$ cat src/rtl/alu_share_arbiter.sv
// alu_share_arbiter: shares one combinational ALU between two valid/ready
// requesters. Round-robin grant, one-entry response register tagged with
// the requester ID, operand isolation when idle, and an idle power hint.
module alu_share_arbiter #(
  parameter int WIDTH       = 32,
  parameter int OPW         = 6,
  parameter int IDLE_CYCLES = 8
) (
  input  logic             clk,
  input  logic             rst_n,
  // Port 0: integer pipe
  input  logic             req0_valid,
  output logic             req0_ready,
  input  logic [OPW-1:0]   req0_op,
  input  logic [WIDTH-1:0] req0_a,
  input  logic [WIDTH-1:0] req0_b,
  // Port 1: address/branch helper
  input  logic             req1_valid,
  output logic             req1_ready,
  input  logic [OPW-1:0]   req1_op,
  input  logic [WIDTH-1:0] req1_a,
  input  logic [WIDTH-1:0] req1_b,
  // Shared ALU
  output logic [OPW-1:0]   alu_op,
  output logic [WIDTH-1:0] alu_operand_a,
  output logic [WIDTH-1:0] alu_operand_b,
  input  logic [WIDTH-1:0] alu_result,
  output logic             alu_en,
  // Response
  output logic             rsp_valid,
  input  logic             rsp_ready,
  output logic             rsp_id,
  output logic [WIDTH-1:0] rsp_data,
  // Power hint
  output logic             alu_idle
);

  localparam int            CW       = $clog2(IDLE_CYCLES + 1);
  localparam logic [CW-1:0] IDLE_MAX = CW'(IDLE_CYCLES);

  // rr_ptr names the port that wins when both request; it moves to the
  // other port after every accepted request.
  logic             rr_ptr;
  logic             grant;
  logic             can_accept;
  logic             accept;
  logic [OPW-1:0]   held_op;
  logic [WIDTH-1:0] held_a;
  logic [WIDTH-1:0] held_b;
  logic [CW-1:0]    idle_cnt;
  logic             idle_q;

  // The response slot can take a new result if empty or draining this cycle.
  assign can_accept = ~rsp_valid | rsp_ready;
  assign accept     = can_accept & (req0_valid | req1_valid);
  assign alu_en     = accept;

  // Ready can only rise for the granted port, and only when it is valid.
  assign req0_ready = accept & ~grant;
  assign req1_ready = accept &  grant;

  // The hint drops combinationally as soon as work arrives.
  assign alu_idle = idle_q & ~accept;

  // Round-robin grant: a lone requester wins, a tie goes to rr_ptr.
  always_comb begin
    // NOTE: every combinational output gets a default first so no path
    // leaves it unassigned, which would infer a latch.
    grant = 1'b0;
    if (req0_valid && req1_valid) grant = rr_ptr;
    else if (req1_valid)          grant = 1'b1;
  end

  // Operand isolation: only the accepted request reaches the ALU; otherwise
  // the last accepted operands are replayed so the ALU inputs do not toggle.
  always_comb begin
    alu_op        = held_op;
    alu_operand_a = held_a;
    alu_operand_b = held_b;
    if (accept) begin
      alu_op        = grant ? req1_op : req0_op;
      alu_operand_a = grant ? req1_a  : req0_a;
      alu_operand_b = grant ? req1_b  : req0_b;
    end
  end

  // Response slot, held operands and round-robin pointer.
  always_ff @(posedge clk or negedge rst_n) begin
    if (!rst_n) begin
      rsp_valid <= 1'b0;
      rsp_id    <= 1'b0;
      rsp_data  <= '0;
      held_op   <= '0;
      held_a    <= '0;
      held_b    <= '0;
      rr_ptr    <= 1'b0;
    end else if (accept) begin
      // NOTE: state registers use non-blocking assignments so every flop
      // samples pre-edge values regardless of statement order.
      rsp_valid <= 1'b1;
      rsp_id    <= grant;
      rsp_data  <= alu_result;
      held_op   <= alu_op;
      held_a    <= alu_operand_a;
      held_b    <= alu_operand_b;
      rr_ptr    <= ~grant;
    end else if (rsp_ready) begin
      rsp_valid <= 1'b0;
    end
  end

  // Idle counter saturating at IDLE_CYCLES, and the registered idle hint.
  // The hint is only set on a cycle without an accept, so it never lingers
  // into the cycle after new work arrives.
  always_ff @(posedge clk or negedge rst_n) begin
    if (!rst_n) begin
      idle_cnt <= '0;
      idle_q   <= 1'b0;
    end else begin
      idle_q <= ~accept & (idle_cnt == IDLE_MAX) & ~rsp_valid;
      if (accept)                   idle_cnt <= '0;
      else if (idle_cnt != IDLE_MAX) idle_cnt <= idle_cnt + 1'b1;
    end
  end

endmodule

$ cat config.mk
export PLATFORM = sky130hd
export DESIGN_NAME = alu_share_arbiter
export DESIGN_NICKNAME = d
export VERILOG_FILES = /design/src/rtl/alu_share_arbiter.sv
export SDC_FILE = /design/constraint.sdc
export NUM_CORES = 1
export LEC_CHECK = 0
export CAP_MARGIN = 20
export CORE_MARGIN = 4
export CORE_UTILIZATION = 41
export DETAILED_ROUTE_END_ITERATION = 8
export PLACE_DENSITY = 0.82
export SYNTH_ARGS = -nofsm -noshare
export SYNTH_HDL_FRONTEND = slang
export SYNTH_SLANG_ARGS = --single-unit
$ cat constraint.sdc
create_clock -name clk -period 2.1 [get_ports clk]
set_input_delay 0.42 -clock clk [delete_from_list [all_inputs] [get_ports clk]]
set_output_delay 0.42 -clock clk [all_outputs]
set_load 0.05 [all_outputs]
; ---- Word level (Yosys, flattened, before mapping)
; Index checks and enable logic that the tools add are counted.
[totals]
register_bits = 110
inputBits = 177
[classes]
addsub = 1
eq_ne = 2
mux = 12
bitwise_logic = 11
reduce_logical = 3
[ops]
columns = cell, n
row1 = 32-bit 2-to-1 mux, 4
row2 = 6-bit 2-to-1 mux, 2
row3 = 4-bit 2-to-1 mux, 2
row4 = 1-bit AND, 6
row5 = 4-bit by 1-bit adder with 4-bit output (second input constant), 1
row6 = 4-bit equality test (second input constant), 1
row7 = 1-bit 2-to-1 mux, 4
row8 = 4-bit inequality test (second input constant), 1
row9 = 2-bit nonzero test, 2
row10 = 1-bit inverter, 3
row11 = 1-bit OR, 2
row12 = 1-bit logical AND, 1

; ---- Depth between registers and ports, before layout
[depth]
word_depth = 6
depth_mapped = 7
ltp_nobuf = 5

; ---- Worst setup path before layout
; Ideal clock, no wire load.
[synth_timing]
path_type = register to output
startpoint = reg rsp_valid
endpoint = out alu_operand_a[12]
path_slack_ns = -0.588
path_stages_with_launch = 6
required_time_ns = 1.680
n_path_buf = 2
t_arrival_ns = 2.268
path_cell_list = dfrtp_1 -> nand2b_1 -> and3_1 -> buf_2 -> clkbuf_1 -> a221o_1
[synth_via]
elab_chain_cells = 4
[synth_rtl]
columns = item, line
row1 = from (decl), 30  ; output logic rsp_valid,
row2 = from (signal assigned), 90  ; rsp_valid <= 1'b0;
row3 = from (signal assigned), 100  ; rsp_valid <= 1'b1;
row4 = from (signal assigned), 108  ; rsp_valid <= 1'b0;
row5 = 1-bit inverter, 54  ; assign can_accept = ~rsp_valid | rsp_ready;
row6 = 1-bit OR, 54
row7 = 1-bit AND, 55  ; assign accept = can_accept & (req0_valid | req1_valid);
row8 = 32-bit 2-to-1 mux, 80  ; if (accept) begin
row9 = to (decl), 25  ; output logic [WIDTH-1:0] alu_operand_a,
; Every way passes these cells.

; ---- Worst setup path after layout
[layout_timing]
startpoint = reg rsp_valid
endpoint = out alu_op[5]
[layout_via]
elab_chain_cells = 4
[layout_rtl]
columns = item, line
row1 = 1-bit inverter, 54
row2 = 1-bit OR, 54
row3 = 1-bit AND, 55
row4 = 6-bit 2-to-1 mux, 80
row5 = to (decl), 24  ; output logic [OPW-1:0] alu_op,
; Every way passes these cells.

==> results by group <==
Status
  – Status: finished with violations
  – Failing checks: setup timing

Clock tree
  – H-tree Lvls: 3
  – Total CTS buffers: 9
  – CTS sink cnt: 110
  – Worst-path clk slew: 70 ps
  – CTS tree: done
  – CTS root buf: clkbuf_16
  – Bufs on Longest Clock Path: 2
  – Clk_lat worst skew: 350 ps

Floorplan
  – Ports: 285
  – Starting Density: around 42%
  – Row Count: 42
  – Die X: 125 um
  – Core ar.: 0.0133 mm2
  – Die area: around 0.016 mm2
  – Die Ht: 125 um

Synthesis
  – Cell area after synthesis: 0.00563 mm2
  – Sequential area share after synthesis: 48.9%
  – Number of synthesized flops with an enable pin: 0
  – Area share of the largest cell type after synthesis: approximately 49%
  – Main synth FF type: dfrtp_1
  – Most common cell in the netlist: a221o_1
  – Async SR Flop Fraction: 100%
  – Synth Register Bits: 110
  – Netlist cell types: 29
  – Avg Cell Area, Syn: 11.0 um2
  – Syn_nets: 691
  – Area leader, netlist: dfrtp_1
  – Syn Inst Count: between 500 and 600
  – Largest cells by area after synthesis: dfrtp_1, a221o_1, nor3_1
  – Most frequent cells after synthesis: a221o_1, dfrtp_1, nand2_1
  – Synth warn: 0

Critical path
  – Kind of critical path: reg2out
  – Required time worst endpoint: 1680 ps
  – Critical path's slowest cell: dfrtp_2
  – Critical R2R Launch: rsp_valid
  – Worst path cell trace: nor2b_4 > bufbuf_16 > nor3_1 > a221o_2 > buf_12
  – Reg2Reg Depth: 7
  – WP data arrival: 1940 ps
  – CP max FO: 19
  – FF-to-FF setup slack: 340 ps
  – Crit. End Element: output port
  – Worst setup SP type: register
  – Reg2reg end: held_b[2]
  – CP max stage delay: 430 ps

Pwr
  – Max IR drop VDD: 0.477 mV
  – Int Pwr: 5.33 mW
  – Combinational power share: roughly half
  – Sw power: 3.22 mW
  – Total power: 8.55 mW
  – Pleak: 4.64 nW
  – Reg power frac: 31.1%
  – Sw Share: 37.7%
  – Pwr/cell area: 795 mW/mm2
  – Clock power share: 19.9%

Route
  – Detailed Routing Iterations Pass 1: 5
  – Via Count: between 6,000 and 7,000
  – Final WL: ~25,000 um
  – Initial drt markers: 509
  – WL/cell: 23.6 um
  – DR DRC count: 0
  – Post-DRT Antenna Nets: 0
  – DR vias/cell: 6.11

Cells and area
  – Final Util: 80.5%
  – Post-Layout Cell Count: 1,040
  – Post-Layout Inst Area: 0.0107 mm2
  – Layout Area Growth over Synthesis: 90.8%
  – Number of diodes: 0
  – Net count, final: 1,038
  – Layout cell share with drive strength beyond 1: 37.4%

Global routing
  – Vias in the first global route: 6,560
  – Largest net degree at the start of global routing: 67
  – First-pass GRT wire length: 35,700 um
  – GRT Total Usage: between 20% and 30%
  – Gr ovfl total: 0
  – Initial antenna violation count: 0

Flow run
  – Max-cap viol count: 0

Min path
  – Hold path cells: 4
  – Endpoint, Worst Hold: rsp_valid
  – Min-delay worst type: in2reg
  – Hold path start: req0_valid

Timing
  – Slew margin rel.: between 60% and 70%
  – Hold slack: 417 ps
  – Worst-Margin Slew: 586 ps
  – Final Hold Viols: 0
  – RSZ-0062 raised after global routing: yes
  – Final worst slack: -261 ps
  – Slew Viols, Final: 0
  – Fmax: 424 MHz
  – Final setup vio count: 70
  – Fin crit period: 2360 ps
  – Worst clock skew: 13.4 ps
  – Setup_tns: -12,730 ps
  – Final period utilization: 112%

Placed design
  – DP Cell Count: ~990
  – Routability Congestion: between 0.8 and 0.9
  – I/O Buffers: 284
  – DP HPWL: 15,700 um
  – Pre-CTS setup slack: -442 ps
  – Post-DP Area: about 0.0097 mm2
[kinds of logic (layout without fill, tap and decap cells)]
kind of cell    count (synthesis)  after routing  share of synthesized area [%]
buf+inv                        63            415                           5.86
flops                         110            110                           48.9
simple gates                  158            158                           12.6
xor+xnor                        2              2                          0.311
mux                            33             33                           6.57
fa+ha+maj                       2              2                          0.444
compound gates                144            144                           25.3
[state kept, by name (all words and copies together), names as in the netlist]
name and cells:
idle_q 1, rsp_id 1, held_b 32, rr_ptr 1, rsp_valid 1, held_op 6, rsp_data 32, idle_cnt 4
held_a 32
[how the worst max path moves through the flow]
| stage | startpoint | endpoint | cells after the start |
|---|---|---|---|
| floorplan | rsp_valid | alu_operand_a[12] | 5 |
| global placement | rsp_ready | alu_operand_a[11] | 7 |
| detailed placement | rsp_ready | alu_operand_a[11] | 6 |
| CTS | rr_ptr | alu_operand_a[16] | 6 |
| global route | rsp_valid | alu_op[5] | 5 |
| finish | rsp_valid | alu_op[5] | 5 |
[layout by cell type, fill, tap and decap left out, drive strengths merged, types with 3 or more instances in the layout]
cell type	instances
inv	6
clkdlybuf4s50	205
nand2	73
nor2	4
buf	180
dfrtp	110
a221o	140
clkbuf	15
bufbuf	3
mux2	32
nor3	71
[power by group through the flow]
stage	registers, mW	clock network, mW	logic (mW)
6_report	2.66	1.70	4.19
5_1_grt	2.69	1.82	4.34
4_1_cts	2.64	1.72	4.08
3_5_place_dp	2.68	0	3.86
3_3_place_gp	2.65	0	3.79
2_1_floorplan	2.95	0	1.79
[final cells by class]
cell class	instances	area, um2
Inverter	4	17.5
Fill cell	713	2600
Tap cell	176	220
Sequential cell	110	2750
Timing Repair Buffer	395	4610
Clock inverter	5	40.0
Clock buffer	11	253
Multi-Input combinational cell	339	2860
[worst max-delay path: cells and delay by family, from the launching register on]
| kind | cells | cell delay (ps) |
|---|---|---|
| and+or+nand+nor | 2 | 510 |
| buffers and inverters | 2 | 440 |
| DFF | 1 | 430 |
| AOI/OAI and AO/OA | 1 | 210 |
[routing by layer]
| metal | global-route usage [%] | share of wire (%) | vias up |
|---|---|---|---|
| met5 | 0 | 0 | - |
| met4 | 13.6 | 3.9 | 0 |
| met3 | 7.21 | 7.9 | 82 |
| met2 | 51.0 | 52 | 386 |
| met1 | 31.5 | 36 | 3159 |
| li1 | - | - | 2731 |
[timing repair]
action / CTS / global route
hold endpoints to repair: 3 / 0
resized for setup: 59 / 26
cloned: 4 / 3
setup endpoints to repair: 74 / 73
pin swaps: 9 / 25
setup buffers: 16 / 9
hold buffers: 1 / 0
Power figures use the tool's default switching activity.
